--- src/rtl/adc_responder_pkg.sv ---
// Shared types and constants for the serial ADC responder and its controller bench.
package adc_responder_pkg;

  typedef enum logic [1:0] {IDLE, LOAD, SHIFT, DONE} respState_t;

  localparam int FRAME_BITS_DEF = 16;

  // Command opcode field within a 16-bit command word.
  localparam int OPCODE_MSB = 15;
  localparam int OPCODE_LSB = 12;

  // Slot of each asynchronous pin in the synchronizer array.
  localparam int SRC_SCLK = 0;
  localparam int SRC_CS   = 1;
  localparam int SRC_DIN  = 2;
  localparam int SRC_RST  = 3;
  localparam int NUM_SRC  = 4;

endpackage

--- src/rtl/adc_responder_sync.sv ---
// Multi-flop synchronizer followed by a registered rise/fall detector.
// level, rise and fall are mutually aligned, SYNC_STAGES+1 cycles after the pin.
module adc_responder_sync #(
  parameter int   SYNC_STAGES = 2,
  parameter logic RESET_VAL   = 1'b0
) (
  input  logic clk,
  input  logic rst_n,
  input  logic async,
  output logic level,
  output logic rise,
  output logic fall
);

  logic [SYNC_STAGES-1:0] syncQ;

  always_ff @(posedge clk or negedge rst_n) begin
    if (!rst_n) begin
      syncQ <= {SYNC_STAGES{RESET_VAL}};
      level <= RESET_VAL;
      rise  <= 1'b0;
      fall  <= 1'b0;
    end else begin
      syncQ[0] <= async;
      for (int i = 1; i < SYNC_STAGES; i++) syncQ[i] <= syncQ[i-1];
      level <= syncQ[SYNC_STAGES-1];
      rise  <= syncQ[SYNC_STAGES-1] & ~level;
      fall  <= ~syncQ[SYNC_STAGES-1] & level;
    end
  end

endmodule

--- src/rtl/adc_serial_responder.sv ---
// Serial ADC chip emulator: captures 16-bit commands on DIN, shifts ramp or external samples on DOUT.
// Optional SCLK rate check enabled by defining ADC_RESPONDER_FRQ_CHECK_EN.
module adc_serial_responder import adc_responder_pkg::*; #(
  parameter int FRAME_BITS  = FRAME_BITS_DEF,
  parameter int SYNC_STAGES = 2,
  parameter int RAMP_STEP   = 1
`ifdef ADC_RESPONDER_FRQ_CHECK_EN
  , parameter int MIN_SCLK_PERIOD = 50
`endif
) (
  input  logic        clk,
  input  logic        rst_n,
  input  logic        adc_sclk,
  input  logic        adc_cs,
  input  logic        adc_din,
  input  logic        adc_rst,
  output logic        adc_dout,
  input  logic        use_external,
  input  logic [15:0] sample_data,
  input  logic        sample_valid,
  output logic        sample_ack,
  output logic [15:0] cmd_data,
  output logic        cmd_valid,
  output logic        frame_error,
  output logic        underrun,
  output logic        busy
`ifdef ADC_RESPONDER_FRQ_CHECK_EN
  , output logic      sclk_too_fast
`endif
);

  localparam int CNT_W = $clog2(FRAME_BITS + 2);
  // CS and adc_rst idle high, so their synchronizers come out of reset high.
  localparam logic [NUM_SRC-1:0] SYNC_RST = 4'b1010;

  logic [NUM_SRC-1:0] pinV, lvlV, riseV, fallV;
  assign pinV = {adc_rst, adc_din, adc_cs, adc_sclk};

  for (genvar g = 0; g < NUM_SRC; g++) begin : gSync
    adc_responder_sync #(
      .SYNC_STAGES (SYNC_STAGES),
      .RESET_VAL   (SYNC_RST[g])
    ) uSync (
      .clk   (clk),
      .rst_n (rst_n),
      .async (pinV[g]),
      .level (lvlV[g]),
      .rise  (riseV[g]),
      .fall  (fallV[g])
    );
  end

  logic sclkRise, sclkFall, csRise, csFall, dinLvl, clr;
  assign sclkRise = riseV[SRC_SCLK];
  assign sclkFall = fallV[SRC_SCLK];
  assign csRise   = riseV[SRC_CS];
  assign csFall   = fallV[SRC_CS];
  assign dinLvl   = lvlV[SRC_DIN];
  assign clr      = ~lvlV[SRC_RST];

  logic unusedEdges;
  assign unusedEdges = ^{riseV[SRC_DIN], fallV[SRC_DIN], riseV[SRC_RST], fallV[SRC_RST],
                         lvlV[SRC_SCLK], lvlV[SRC_CS]};

  respState_t        state, stateNxt;
  logic [CNT_W-1:0]  bitCnt;
  logic [15:0]       doutShift, dinShift, ramp, loadWord;
  logic              startPend;

  // A CS fall seen during DONE is remembered so the next frame is not lost.
  always_comb begin
    stateNxt = state;
    case (state)
      IDLE:    if (csFall || startPend) stateNxt = LOAD;
      LOAD:    stateNxt = csRise ? DONE : SHIFT;
      SHIFT:   if (csRise) stateNxt = DONE;
      DONE:    stateNxt = IDLE;
      default: stateNxt = IDLE;
    endcase
  end

  always_ff @(posedge clk or negedge rst_n) begin
    if (!rst_n)   state <= IDLE;
    else if (clr) state <= IDLE;
    else          state <= stateNxt;
  end

  always_comb begin
    loadWord = ramp;
    if (use_external) loadWord = sample_valid ? sample_data : 16'h0000;
  end

  always_ff @(posedge clk or negedge rst_n) begin
    if (!rst_n) begin
      adc_dout    <= 1'b0;
      doutShift   <= '0;
      dinShift    <= '0;
      bitCnt      <= '0;
      ramp        <= '0;
      cmd_data    <= '0;
      cmd_valid   <= 1'b0;
      frame_error <= 1'b0;
      sample_ack  <= 1'b0;
      underrun    <= 1'b0;
      startPend   <= 1'b0;
    end else if (clr) begin
      adc_dout    <= 1'b0;
      doutShift   <= '0;
      dinShift    <= '0;
      bitCnt      <= '0;
      ramp        <= '0;
      cmd_data    <= '0;
      cmd_valid   <= 1'b0;
      frame_error <= 1'b0;
      sample_ack  <= 1'b0;
      underrun    <= 1'b0;
      startPend   <= 1'b0;
    end else begin
      cmd_valid   <= 1'b0;
      frame_error <= 1'b0;
      sample_ack  <= 1'b0;
      underrun    <= 1'b0;
      if (state == DONE && csFall) startPend <= 1'b1;
      else if (state == IDLE)      startPend <= 1'b0;
      case (state)
        LOAD: begin
          bitCnt    <= '0;
          doutShift <= loadWord;
          adc_dout  <= loadWord[15];
          sample_ack <= use_external & sample_valid;
          underrun   <= use_external & ~sample_valid;
        end
        SHIFT: begin
          if (sclkRise) begin
            dinShift <= {dinShift[14:0], dinLvl};
            if (bitCnt != CNT_W'(FRAME_BITS + 1)) bitCnt <= bitCnt + 1'b1;
          end
          // Once all bits have gone out DOUT parks on the LSB.
          if (sclkFall && bitCnt < CNT_W'(FRAME_BITS)) begin
            doutShift <= {doutShift[14:0], 1'b0};
            adc_dout  <= doutShift[14];
          end
        end
        DONE: begin
          if (bitCnt == CNT_W'(FRAME_BITS)) begin
            cmd_data  <= dinShift;
            cmd_valid <= 1'b1;
            ramp      <= ramp + 16'(RAMP_STEP);
          end else begin
            frame_error <= 1'b1;
          end
        end
        default: ;
      endcase
    end
  end

  assign busy = (state != IDLE);

`ifdef ADC_RESPONDER_FRQ_CHECK_EN
  logic [15:0] periodCnt;
  logic        haveRise;

  always_ff @(posedge clk or negedge rst_n) begin
    if (!rst_n) begin
      periodCnt     <= '0;
      haveRise      <= 1'b0;
      sclk_too_fast <= 1'b0;
    end else if (clr) begin
      periodCnt     <= '0;
      haveRise      <= 1'b0;
      sclk_too_fast <= 1'b0;
    end else begin
      sclk_too_fast <= 1'b0;
      if (csFall) begin
        periodCnt <= '0;
        haveRise  <= 1'b0;
      end else if (state == SHIFT && sclkRise) begin
        periodCnt <= '0;
        haveRise  <= 1'b1;
        // periodCnt+1 is the number of clk cycles since the previous rise.
        if (haveRise && ({1'b0, periodCnt} + 17'd1) < 17'(MIN_SCLK_PERIOD))
          sclk_too_fast <= 1'b1;
      end else if (periodCnt != 16'hFFFF) begin
        periodCnt <= periodCnt + 16'd1;
      end
    end
  end
`endif

endmodule

--- config.mk ---
export PLATFORM = sky130hd
export DESIGN_NAME = adc_serial_responder
export DESIGN_NICKNAME = d
export VERILOG_FILES = /design/src/rtl/adc_responder_pkg.sv /design/src/rtl/adc_responder_sync.sv /design/src/rtl/adc_serial_responder.sv
export SDC_FILE = /design/constraint.sdc
export NUM_CORES = 1
export LEC_CHECK = 0
export ABC_AREA = 1
export BUFFER_PORTS_ARGS = -buffer_cell sky130_fd_sc_hd__buf_2
export CAP_MARGIN = 20
export CORE_MARGIN = 1.5
export CORE_UTILIZATION = 44
export DETAILED_ROUTE_END_ITERATION = 7
export GPL_ROUTABILITY_DRIVEN = 1
export SETUP_SLACK_MARGIN = 0.5
export SYNTH_ARGS = -nofsm -noshare
export SYNTH_HDL_FRONTEND = slang
export SYNTH_HIERARCHICAL = 1
export SYNTH_SLANG_ARGS = --single-unit
--- constraint.sdc ---
create_clock -name clk -period 2.3 [get_ports clk]
set_input_delay 0.345 -clock clk [delete_from_list [all_inputs] [get_ports clk]]
set_output_delay 0.345 -clock clk [all_outputs]
set_load 0.03 [all_outputs]
# [Word level (Yosys, flattened, before mapping)]
# Index checks and enable logic that the tools add are counted.
[word_totals] regBits=92 latch_bits=0 ram_bits=0 romBits=0 input_bits=24 out_inout_bits=22 elab_cells=103 n_memories=0
[op_classes] addsub=2 n_mul=0 div_mod_pow=0 order_cmp=1 eq_ne=16 n_shift=0 n_mux=39 n_bitwise=11 n_reduce_logical=10
[ops] operator="2-to-1 mux 16 bit" n=11
[ops] operator="2-to-1 mux 15 bit" n=2
[ops] operator="case mux 15 bit (2 select lines)" n=1
[ops] operator="inequality test 3 bit, second input constant" n=7
[ops] operator="adder 16 x 1 -> 16 bit, second input constant" n=1
[ops] operator="2-to-1 mux 1 bit" n=16
[ops] operator="2-to-1 mux 5 bit" n=3
[ops] operator="case mux 5 bit (2 select lines)" n=1
[ops] operator="inequality test 2 bit, second input constant" n=4
[ops] operator="case mux 2 bit (4 select lines)" n=1
[ops] operator="AND reduction 2 bit" n=4
[ops] operator="bitwise AND 1 bit" n=6
[ops] operator="2-to-1 mux 2 bit" n=3
[ops] operator="adder 5 x 1 -> 5 bit, second input constant" n=1
[ops] operator="== test 5 bit, second input constant" n=1
[ops] operator="less-than comparator 5 bit, second input constant" n=1
[ops] operator="inequality test 5 bit, second input constant" n=1
[ops] operator="inverter 1 bit" n=5
[ops] operator="== test 2 bit, second input constant" n=2
[ops] operator="AND reduction 3 bit" n=1
[ops] operator="== test 2 x 1 -> 1 bit, second input constant" n=1
[ops] operator="logical AND 1 bit" n=2
[ops] operator="zero test 2 bit" n=1
[ops] operator="case mux 1 bit (2 select lines)" n=1
[ops] operator="2 further kinds" n=2

# [Logic depth before layout (Yosys ltp)]
# Gate-level depths: netlist of the first run.
[logic_depth] ltp_word=5 mapped_depth=10 depth_no_buf=10

# [Hierarchy]
# The synthesis of the first run kept the hierarchy.
[modules_own_cells] mod="adc_serial_responder" instances=1 cells_per_inst=486 area_per_inst_um2=3908.7 seq_area_each_um2=1901.8
[modules_own_cells] mod="adc_responder_sync (gSync[1].uSync ...)" instances=2 cells_per_inst=9 area_per_inst_um2=143.9 seq_area_each_um2=128.9
[modules_own_cells] mod="adc_responder_sync (gSync[0].uSync ...)" instances=2 cells_per_inst=9 area_per_inst_um2=140.1 seq_area_each_um2=125.1

# [Least setup slack after synthesis of the first run]
# Ideal clock, no wire load.
[synth_timing] path_kind="flip-flop to flip-flop" from="register state[0]" to="register adc_dout" setup_ns=0.065 arrival_ns=1.452 required_ns=2.235 path_slack_ns=0.783 path_stages_with_launch=11 n_path_buf=2 period_less_slack_ns=1.517 cell_sequence="dfrtp_1 -> inv_1 -> ha_1 -> buf_6 -> nand2_4 -> inv_1 -> o2bb2ai_4 -> nor2_4 -> buf_6 -> nand2_1 -> nand2_1"
[synth_between] elab_chain_len=3 elab_cells_between_ends=7 classes_between="eq/ne (4); mux (2); reduce/logical (1)"
[synth_rtl] element="from (decl)" line="adc_serial_responder.sv:65" text="respState_t state, stateNxt;"
[synth_rtl] element="from (signal assigned)" line="adc_serial_responder.sv:85" text="else state <= stateNxt;"
[synth_rtl] element="== test 2 bit or == test 2 x 1 -> 1 bit (tied branches)" line="adc_serial_responder.sv:125" text="case (state)"
[synth_rtl] element="case mux 1 bit (2 select lines) or inequality test 3 bit (tied branches)"
[synth_rtl] element="2-to-1 mux 1 bit or AND reduction 2 bit (tied branches)"
[synth_rtl] element="to (signal assigned)" line="adc_serial_responder.sv:129" text="adc_dout <= loadWord[15];"
[synth_rtl] element="to (signal assigned)" line="adc_serial_responder.sv:141" text="adc_dout <= doutShift[14];"
[synth_rtl] element="to (decl)" line="adc_serial_responder.sv:17" text="output logic adc_dout,"
# Parallel ways exist; a longest one is shown, timed or not.
# A chain may end at the register's enable or synchronous reset.

# [Final worst setup path of the first run]
[layout_timing] from="register state[0]" to="output busy"
[layout_between] elab_chain_len=1
[layout_rtl] element="nonzero test 2 bit" line="adc_serial_responder.sv:158" text="assign busy = (state != IDLE);"
[layout_rtl] element="to (decl)" line="adc_serial_responder.sv:26" text="output logic busy"
# No other way between the ends.

==> impl_metrics.yaml, run 1 <==
sta:
  tns_ps: 0
  hold_viol: 0
  finalSetupViolations: 0
  fin_crit_sh: 0.744
  timing.hold.ws_ps: 69.4
  worst_slack_ps: 588
  tightest_slew_ps: 453
  fin_skew_ps: 6.90
  relSlewSlack: 0.696
  rsz0062_at_grt: "false"
  fin_crit_ps: 1710
  drv_slew: 0
  fmax_ghz: 0.584
floorplanning:
  die_w_um: 102
  placementRows: 36
  pin_count: 46
  dieArea_mm2: 0.0105
  die_h_um: 102
  initial_core_util: 0.449
  core_area_mm2: 0.00968
run:
  cap_viol_max_count: 0
clock_tree:
  cts-root-buf: "clkbuf_8"
  cts_sinks: 92
  numCtsBuffers: 9
  clk_pin_slew_ps: 90
  cts_tree: "yes"
  insertion_delay_ps: 370
  ctsLongestPathBuffers: 2
  cts-htree-levels: 3
final_layout:
  fill_cells: 927
  final_area_mm2: 0.00494
  final_layout_size_suffix_gt1_frac: 0.175
  antennaDiodeCount: 0
  nets: 594
  area_growth_pct: 13.7
placement:
  io_buffers: 45
  hpwl_um: 6330
  dp_slack_ps: 529
  dpl_cell_area_mm2: 0.00467
  globalplace.congestion: 0.810
critical_path:
  cp.required_ps: 1960
  crit_fanout: 3
  setup.worst_path.class: "flip-flop to output port"
  cp-start-kind: "flip-flop"
  arrival_ps: 1370
  end_kind: "output port"
  ff2ff_setup_slack_ps: 660
detailed_routing:
  drt-vias-per-instance: 4.85
  totalWireLength_um: 9280
  drc: 0
  dr.pass1.iters: 5
  vias: 3393
  ant_nets: 0
  wl_per_cell_um: 13.3
  drt_iter0_drc: 183
grt:
  grt_util_all_layers: 0.187
  antenna_found_initial: 0
  grt_overflow_total: 0
  grt_pass1_wl_um: 15000
  grt_max_degree: 43
  first_global_vias: 3154
power_and_ir_drop:
  powerDensity_mw_per_mm2: 767
  total_power_mw: 3.79
  power.leakage_nw: 2.51
  peakVddDrop_v: 0.000441
synthesis:
  netlist_area_mm2: 0.00435
  postSynthAreaPerCell_um2: 8.52
  synthCells: 510
  ys_warn_count: 6
  syn_nets: 542
worst_hold_path:
  min_path_type: "input port to flip-flop"
status:
  status: "completed"
-- area by class of cell --
type	count	area [um^2]	share of cell area
timing repair buffer	60	375	0.0760
clock inverter	5	37.5	0.00760
clock buffer	11	131	0.0266
multi-input combinational	349	1730	0.350
sequential	92	2310	0.468
inverter	50	190	0.0385
tap	133	166	0.0337
-- sequential cells by signal, summed over array words and instances, names as in the netlist --
signal             flops
adc_dout               1
bitCnt                 5
cmd_data              16
cmd_valid              1
dinShift              16
doutShift             15
frame_error            1
gSync.uSync/fall       2
gSync.uSync/level      4
gSync.uSync/rise       2
gSync.uSync/syncQ      8
ramp                  16
sample_ack             1
startPend              1
state                  2
underrun               1
-- critical path, cell delays in order, from the launching register on --
cell and delay, ps:
dfrtp_1 400, inv_1 140, ha_1 220, inv_1 70, buf_2 180
-- layout by cell type (no fill, tap or decap), drive strengths merged, types with 8 or more instances in the layout --
cell,count
a21oi,36
buf,59
clkbuf,11
dfrtp,86
ha,8
inv,50
nand2,143
nand3,41
nor2,59
o21ai,46
-- through the flow --
| stage | utilization | instances |
|---|---|---|
| finish | 0.510 | 700 |
| global route | 0.510 | 700 |
| CTS | 0.500 | 693 |
| detailed placement | 0.482 | 676 |
| global placement | 0.482 | 676 |
| floorplan | - | 510 |
-- worst paths after layout --
kind | start | endpoint | cells after the start
worst max-delay path | state[0]$_DFFE_PN0P_ | busy | 4
worst min-delay path | adc_cs | gSync[1].uSync/syncQ[0]$_DFF_PN1_ | 1
worst max register to register | bitCnt[0]$_DFFE_PN0P_ | ramp[11]$_DFFE_PN0P_ | 10
worst min register to register | gSync[2].uSync/syncQ[1]$_DFF_PN0_ | gSync[2].uSync/level$_DFF_PN0_ | 0
max in group asynchronous | rst_n | doutShift[11]$_DFFE_PN0P_ | 3
min in group asynchronous | rst_n | bitCnt[2]$_DFFE_PN0P_ | 2
-- where the power goes --
| group | total (mW) | internal [mW] | leakage [nW] | switching (mW) |
|---|---|---|---|---|
| registers | 1.82 | 1.74 | 1.24 | 0.0806 |
| clock network | 0.978 | 0.398 | 0.0799 | 0.580 |
| logic | 0.987 | 0.368 | 1.19 | 0.619 |
-- routing by layer --
metal,part of all wire,track usage
met1,0.47,0.248
met2,0.48,0.305
met3,0.038,0.0383
met4,0.012,0.0685
met5,0,0
-- repair_timing --
action | in CTS | in global routing
setup buffers | 0 | 6
pin swaps | 0 | 3
hold endpoints to repair | 27 | 0
endpoints found under the setup margin | 1 | 51
resized for setup | 0 | 7
cloned | 0 | 1
hold buffers | 1 | 0
No activity file was read; power rests on OpenSTA's default activity.
==> run 2: changes to the inputs <==
--- a/config.mk
+++ b/config.mk
@@ -5,7 +5,7 @@
 export SDC_FILE = /design/constraint.sdc
 export NUM_CORES = 1
 export LEC_CHECK = 0
-export ABC_AREA = 1
+export ABC_AREA = 0
 export BUFFER_PORTS_ARGS = -buffer_cell sky130_fd_sc_hd__buf_2
 export CAP_MARGIN = 20
 export CORE_MARGIN = 1.5
==> constraint.sdc (replaced) <==
create_clock -name clk -period 1.7 [get_ports clk]
set_input_delay 0.255 -clock clk [delete_from_list [all_inputs] [get_ports clk]]
set_output_delay 0.255 -clock clk [all_outputs]
set_load 0.03 [all_outputs]
==> run 2 against run 1 <==
Via count up 4.0%. Final cell count down 8.7%. Largest cell class unchanged. Die area down 7.0%. Final area up 27%. Non-clock buffer count up 72. Global-route usage up 4.1 points. Synthesized cell count down 20%. The flow now finishes with violations (design-rule violations, negative setup slack). Core utilization up 20 points. Hold slack better by 3.7 ps. Sequential share of layout area down 9.9 points. Power up 57%. Clock skew up 6.5 ps.
==> impl_metrics.yaml, run 2 <==
clock_tree:
  cts-root-buf: "clkbuf_8"
  ctsLongestPathBuffers: 2
  cts_tree: "yes"
  insertion_delay_ps: 370
  numCtsBuffers: 9
  cts_sinks: 92
  cts-htree-levels: 3
  clk_pin_slew_ps: 90
grt:
  grt_util_all_layers: 0.228
  grt_max_degree: 38
  grt_pass1_wl_um: 17500
  first_global_vias: 3579
  grt_overflow_total: 0
  antenna_found_initial: 0
synthesis:
  ys_warn_count: 6
  postSynthAreaPerCell_um2: 9.93
  syn_nets: 438
  synthCells: 406
  netlist_area_mm2: 0.00403
run:
  cap_viol_max_count: 0
worst_hold_path:
  min_path_type: "input port to flip-flop"
  hold_start: "sample_valid"
detailed_routing:
  totalWireLength_um: 11100
  dr.pass1.iters: 8
  drc: 2
  vias: 3530
  ant_nets: 0
  drt_iter0_drc: 143
  drt-vias-per-instance: 5.52
  wl_per_cell_um: 17.3
critical_path:
  crit_fanout: 7
  timing.rr.start: "bitCnt[0]$_DFFE_PN0P_"
  arrival_ps: 2030
  cp.required_ps: 1990
  setup.worst_path.class: "flip-flop to flip-flop"
  ff2ff_setup_slack_ps: -40
  cp-start-kind: "flip-flop"
  crit_path_start: "bitCnt[0]$_DFFE_PN0P_"
  end_kind: "flip-flop"
placement:
  globalplace.congestion: 0.799
  dpl_cell_area_mm2: 0.00467
  io_buffers: 45
  placed_cells: 566
  hpwl_um: 5870
final_layout:
  final_layout_size_suffix_gt1_frac: 0.493
  final_area_mm2: 0.00627
  final_common_cell: "dfrtp_1"
  antennaDiodeCount: 0
  area.sequential_mm2: 0.00231
  top_regs: "cmd_data x16, dinShift x16, ramp x16"
  area_growth_pct: 55.5
  stdcell_count: 639
  layout_common_cells: "85 x dfrtp_1, 63 x nand2_1, 49 x buf_4, 37 x buf_6, 30 x a21oi_1"
  multi_input_area_mm2: 0.00227
  fill_cells: 615
  nets: 558
sta:
  rsz0062_at_grt: "true"
  fin_skew_ps: 13.4
  finalSetupViolations: 16
  drv_slew: 0
  relSlewSlack: 0.702
  tightest_slew_ps: 446
  fin_crit_sh: 1.02
  worst_slack_ps: -38.0
  fin_crit_ps: 1740
  tns_ps: -230
  timing.hold.ws_ps: 73.2
  fmax_ghz: 0.575
  hold_viol: 0
status:
  status: "finished with violations"
  violations: "design-rule violations, negative setup slack"
floorplanning:
  die_w_um: 98.7
  pin_count: 46
  core_area_mm2: 0.00881
  initial_core_util: 0.458
  die_h_um: 98.7
  placementRows: 34
  dieArea_mm2: 0.00975
power_and_ir_drop:
  powerDensity_mw_per_mm2: 951
  power.leakage_nw: 2.77
  peakVddDrop_v: 0.000463
  total_power_mw: 5.96
run 2: cell count changes in the layout (fill, tap and decap cells not counted), sizes merged, moves of 34 or more:
cell	previous run	this run
nand2	143	95
nor2	59	13
inv	50	10
nand3	41	7
buf	59	124
o21ai	46	12
run 2: power by group:
part | internal, mW | switching (mW) | leakage [nW]
registers | 2.31 | 0.109 | 1.24
clock network | 0.726 | 0.798 | 0.0922
logic | 0.992 | 1.03 | 1.44
run 2: final timing paths:
kind,endpoint,cells after the start
setup reg to reg,ramp[13]$_DFFE_PN0P_,7
hold reg to reg,gSync[1].uSync/syncQ[1]$_DFF_PN1_,0
hold / removal,underrun$_DFF_PN0_,2
max in group asynchronous,gSync[3].uSync/level$_DFF_PN1_,3
setup / recovery,ramp[13]$_DFFE_PN0P_,7
min in group asynchronous,doutShift[6]$_DFFE_PN0P_,2
run 2: what timing repair did:
| item | 4_1_cts | 5_1_grt |
|---|---|---|
| pin swaps | 37 | 27 |
| cloned | 4 | 3 |
| endpoints found under the setup margin | 79 | 92 |
| endpoints found under the hold margin | 33 | 0 |
| hold buffers | 5 | 0 |
| buffers inserted | 31 | 14 |
| resized for setup | 106 | 107 |
run 2: final cells by class:
cell class,instances,share of cell area
clock buffers,11,0.0226
clock inverters,5,0.00978
inverters,10,0.00739
multi-input cells,281,0.363
flip-flops and latches,92,0.369
well taps,108,0.0216
repair buffers,132,0.207
run 2: per-stage QoR:
step	utilization	worst slack [ps]
final	0.712	-38.0
after global routing	0.712	-117
after CTS	0.647	-5.35
after detailed placement	0.530	-25.6
after global placement	0.530	30.8
after floorplan	-	50.0
run 2: layer usage:
layer / GRT usage / vias up / part of all wire
met5: 0 / - / 0
met4: 0.0736 / 0 / 0.012
met3: 0.0326 / 12 / 0.037
met2: 0.390 / 76 / 0.51
met1: 0.301 / 1796 / 0.44
li1: - / 1646 / -
run 2: worst max-delay path: stages (launching register included):
cell      delay [ps]
dfrtp_1          390
inv_2            100
ha_4             130
and4bb_2         300
nand4_4          120
buf_4            180
or3_1            320
a21oi_1          140
==> run 3: changes to the inputs <==
--- a/config.mk
+++ b/config.mk
@@ -17,3 +17,4 @@
 export SYNTH_HDL_FRONTEND = slang
 export SYNTH_HIERARCHICAL = 1
 export SYNTH_SLANG_ARGS = --single-unit
+export TNS_END_PERCENT = 1
==> run 3 against run 2 <==
The flow still finishes with violations (design-rule violations, negative setup slack). Non-clock buffer count down 43. Combinational power decreased by 49%. Power shrank 21%. Core utilization down 13 points. Critical endpoint is now ramp[12]$_DFFE_PN0P_. Final area down 18%. Critical path type unchanged. Die area stayed put.
==> impl_metrics.yaml, run 3 (same netlist as run 2, synthesis figures left out) <==
final_layout:
  layout_common_cells: "94 x nand2_1, 85 x dfrtp_1, 38 x buf_4, 36 x a21oi_1, 27 x buf_2"
  antennaDiodeCount: 0
  fill_cells: 802
  final_layout_size_suffix_gt1_frac: 0.286
  nets: 516
  final_core_util: 0.580
  top_regs: "cmd_data x16, dinShift x16, ramp x16"
  final_common_cell: "nand2_1"
  area_growth_pct: 26.8
clock_tree:
  cts_sinks: 92
  cts-root-buf: "clkbuf_8"
  numCtsBuffers: 9
  cts_tree: "yes"
  insertion_delay_ps: 350
  cts-htree-levels: 3
  clk_pin_slew_ps: 90
  ctsLongestPathBuffers: 2
detailed_routing:
  ant_nets: 0
  drc: 6
  dr.pass1.iters: 6
  vias: 3241
  wl_per_cell_um: 15.2
  drt-vias-per-instance: 5.43
  totalWireLength_um: 9050
  drt_iter0_drc: 181
sta:
  fin_skew_ps: 12.7
  fin_crit_sh: 1.02
  finalSetupViolations: 1
  fmax_ghz: 0.576
  relSlewSlack: 0.657
  fin_crit_ps: 1740
  hold_viol: 0
  worst_slack_ps: -36.6
  tns_ps: -36.6
  rsz0062_at_grt: "true"
  tightest_slew_ps: 514
  drv_slew: 0
floorplanning:
  pin_count: 46
  die_w_um: 98.7
  dieArea_mm2: 0.00975
  initial_core_util: 0.458
  die_h_um: 98.7
  core_area_mm2: 0.00881
  placementRows: 34
critical_path:
  r2r_cells: 6
  cp.required_ps: 1990
  crit_buf_inv: 1
  end_kind: "flip-flop"
  worst_path_largest_cell_delay_ps: 500
  critPathCapture: "ramp[12]$_DFFE_PN0P_"
  cp.depth: 6
  slowest_stage: "or4_4"
  timing.rr.start: "bitCnt[1]$_DFFE_PN0P_"
  crit_fanout: 6
  ff2ff_setup_slack_ps: -40
  arrival_ps: 2020
  crit_family: "simple AND/OR/NAND/NOR gates"
  crit_path_start: "bitCnt[1]$_DFFE_PN0P_"
  cp-start-kind: "flip-flop"
  worstPathCellList: "inv_1 -> ha_1 -> and4bb_4 -> nand4_4 -> or4_4 -> a21oi_2"
  setup.worst_path.class: "flip-flop to flip-flop"
  r2r_end: "ramp[12]$_DFFE_PN0P_"
grt:
  antenna_found_initial: 0
  grt_max_degree: 49
  grt_pass1_wl_um: 15400
  grt_overflow_total: 0
  grt_util_all_layers: 0.198
  first_global_vias: 3148
status:
  violations: "design-rule violations, negative setup slack"
  status: "finished with violations"
run:
  cap_viol_max_count: 0
power_and_ir_drop:
  powerDensity_mw_per_mm2: 925
  power.leakage_nw: 2.27
  peakVddDrop_v: 0.000539
placement:
  io_buffers: 45
  globalplace.congestion: 0.861
  hpwl_um: 6010
worst_hold_path:
  min_path_type: "input port to flip-flop"
## run 3: metrics by stage
step / setup slack (ps) / hold WS [ps] / instance area (um^2) / instances / power (mW)
after global placement: -48.2 / 97.3 / 4650 / 572 / 3.36
final: -36.6 / 77.5 / 5110 / 597 / 4.73
after floorplan: 49.5 / -40.6 / 4070 / 406 / 2.99
after CTS: -27.7 / 62.6 / 4950 / 595 / 4.74
after detailed placement: -133 / 92.2 / 4650 / 572 / 3.37
after global routing: -106 / 73.4 / 5110 / 597 / 5.00
## run 3: worst min path at each step
| stage | slack [ps] | to | start | depth (start not counted) |
|---|---|---|---|---|
| floorplan | -40 | adc_dout$_DFFE_PN0P_ | rst_n | 0 |
| CTS | 60 | underrun$_DFF_PN0_ | sample_valid | 2 |
| global placement | 100 | adc_dout$_DFFE_PN0P_ | rst_n | 1 |
| global route | 70 | underrun$_DFF_PN0_ | sample_valid | 2 |
| detailed placement | 90 | adc_dout$_DFFE_PN0P_ | rst_n | 1 |
| finish | 80 | underrun$_DFF_PN0_ | sample_valid | 2 |
## run 3: layout make-up
class,count,area (um^2),area share
Inverter,10,37.5,0.00734
Tap cell,108,135,0.0264
Sequential cell,92,2310,0.452
Multi-Input combinational cell,282,1720,0.337
Clock inverter,5,37.5,0.00734
Timing Repair Buffer,89,736,0.144
Clock buffer,11,131,0.0257
## run 3: repair_timing
| action | 4_1_cts | 5_1_grt |
|---|---|---|
| hold buffers | 5 | 0 |
| gates cloned | 1 | 0 |
| buffers inserted | 1 | 2 |
| gates resized for setup | 20 | 62 |
| endpoints found under the setup margin | 76 | 91 |
| endpoints found under the hold margin | 90 | 0 |
| pin swaps | 9 | 7 |
## run 3: layer usage
metal	global-route usage	wire [um]
met4	0.0538	88
met1	0.277	4270
met3	0.0376	300
met5	0	0
met2	0.318	4380
## run 3: worst register-to-register path: stages (launching register included)
cell and delay, ps:
dfrtp_1 380, inv_1 80, ha_1 160, and4bb_4 310
nand4_4 120, or4_4 500, a21oi_2 120
## run 3: power breakdown
part / total [mW] / internal (mW) / switching [mW]
registers: 2.39 / 2.31 / 0.0766
logic: 1.03 / 0.458 / 0.572
clock network: 1.31 / 0.539 / 0.775
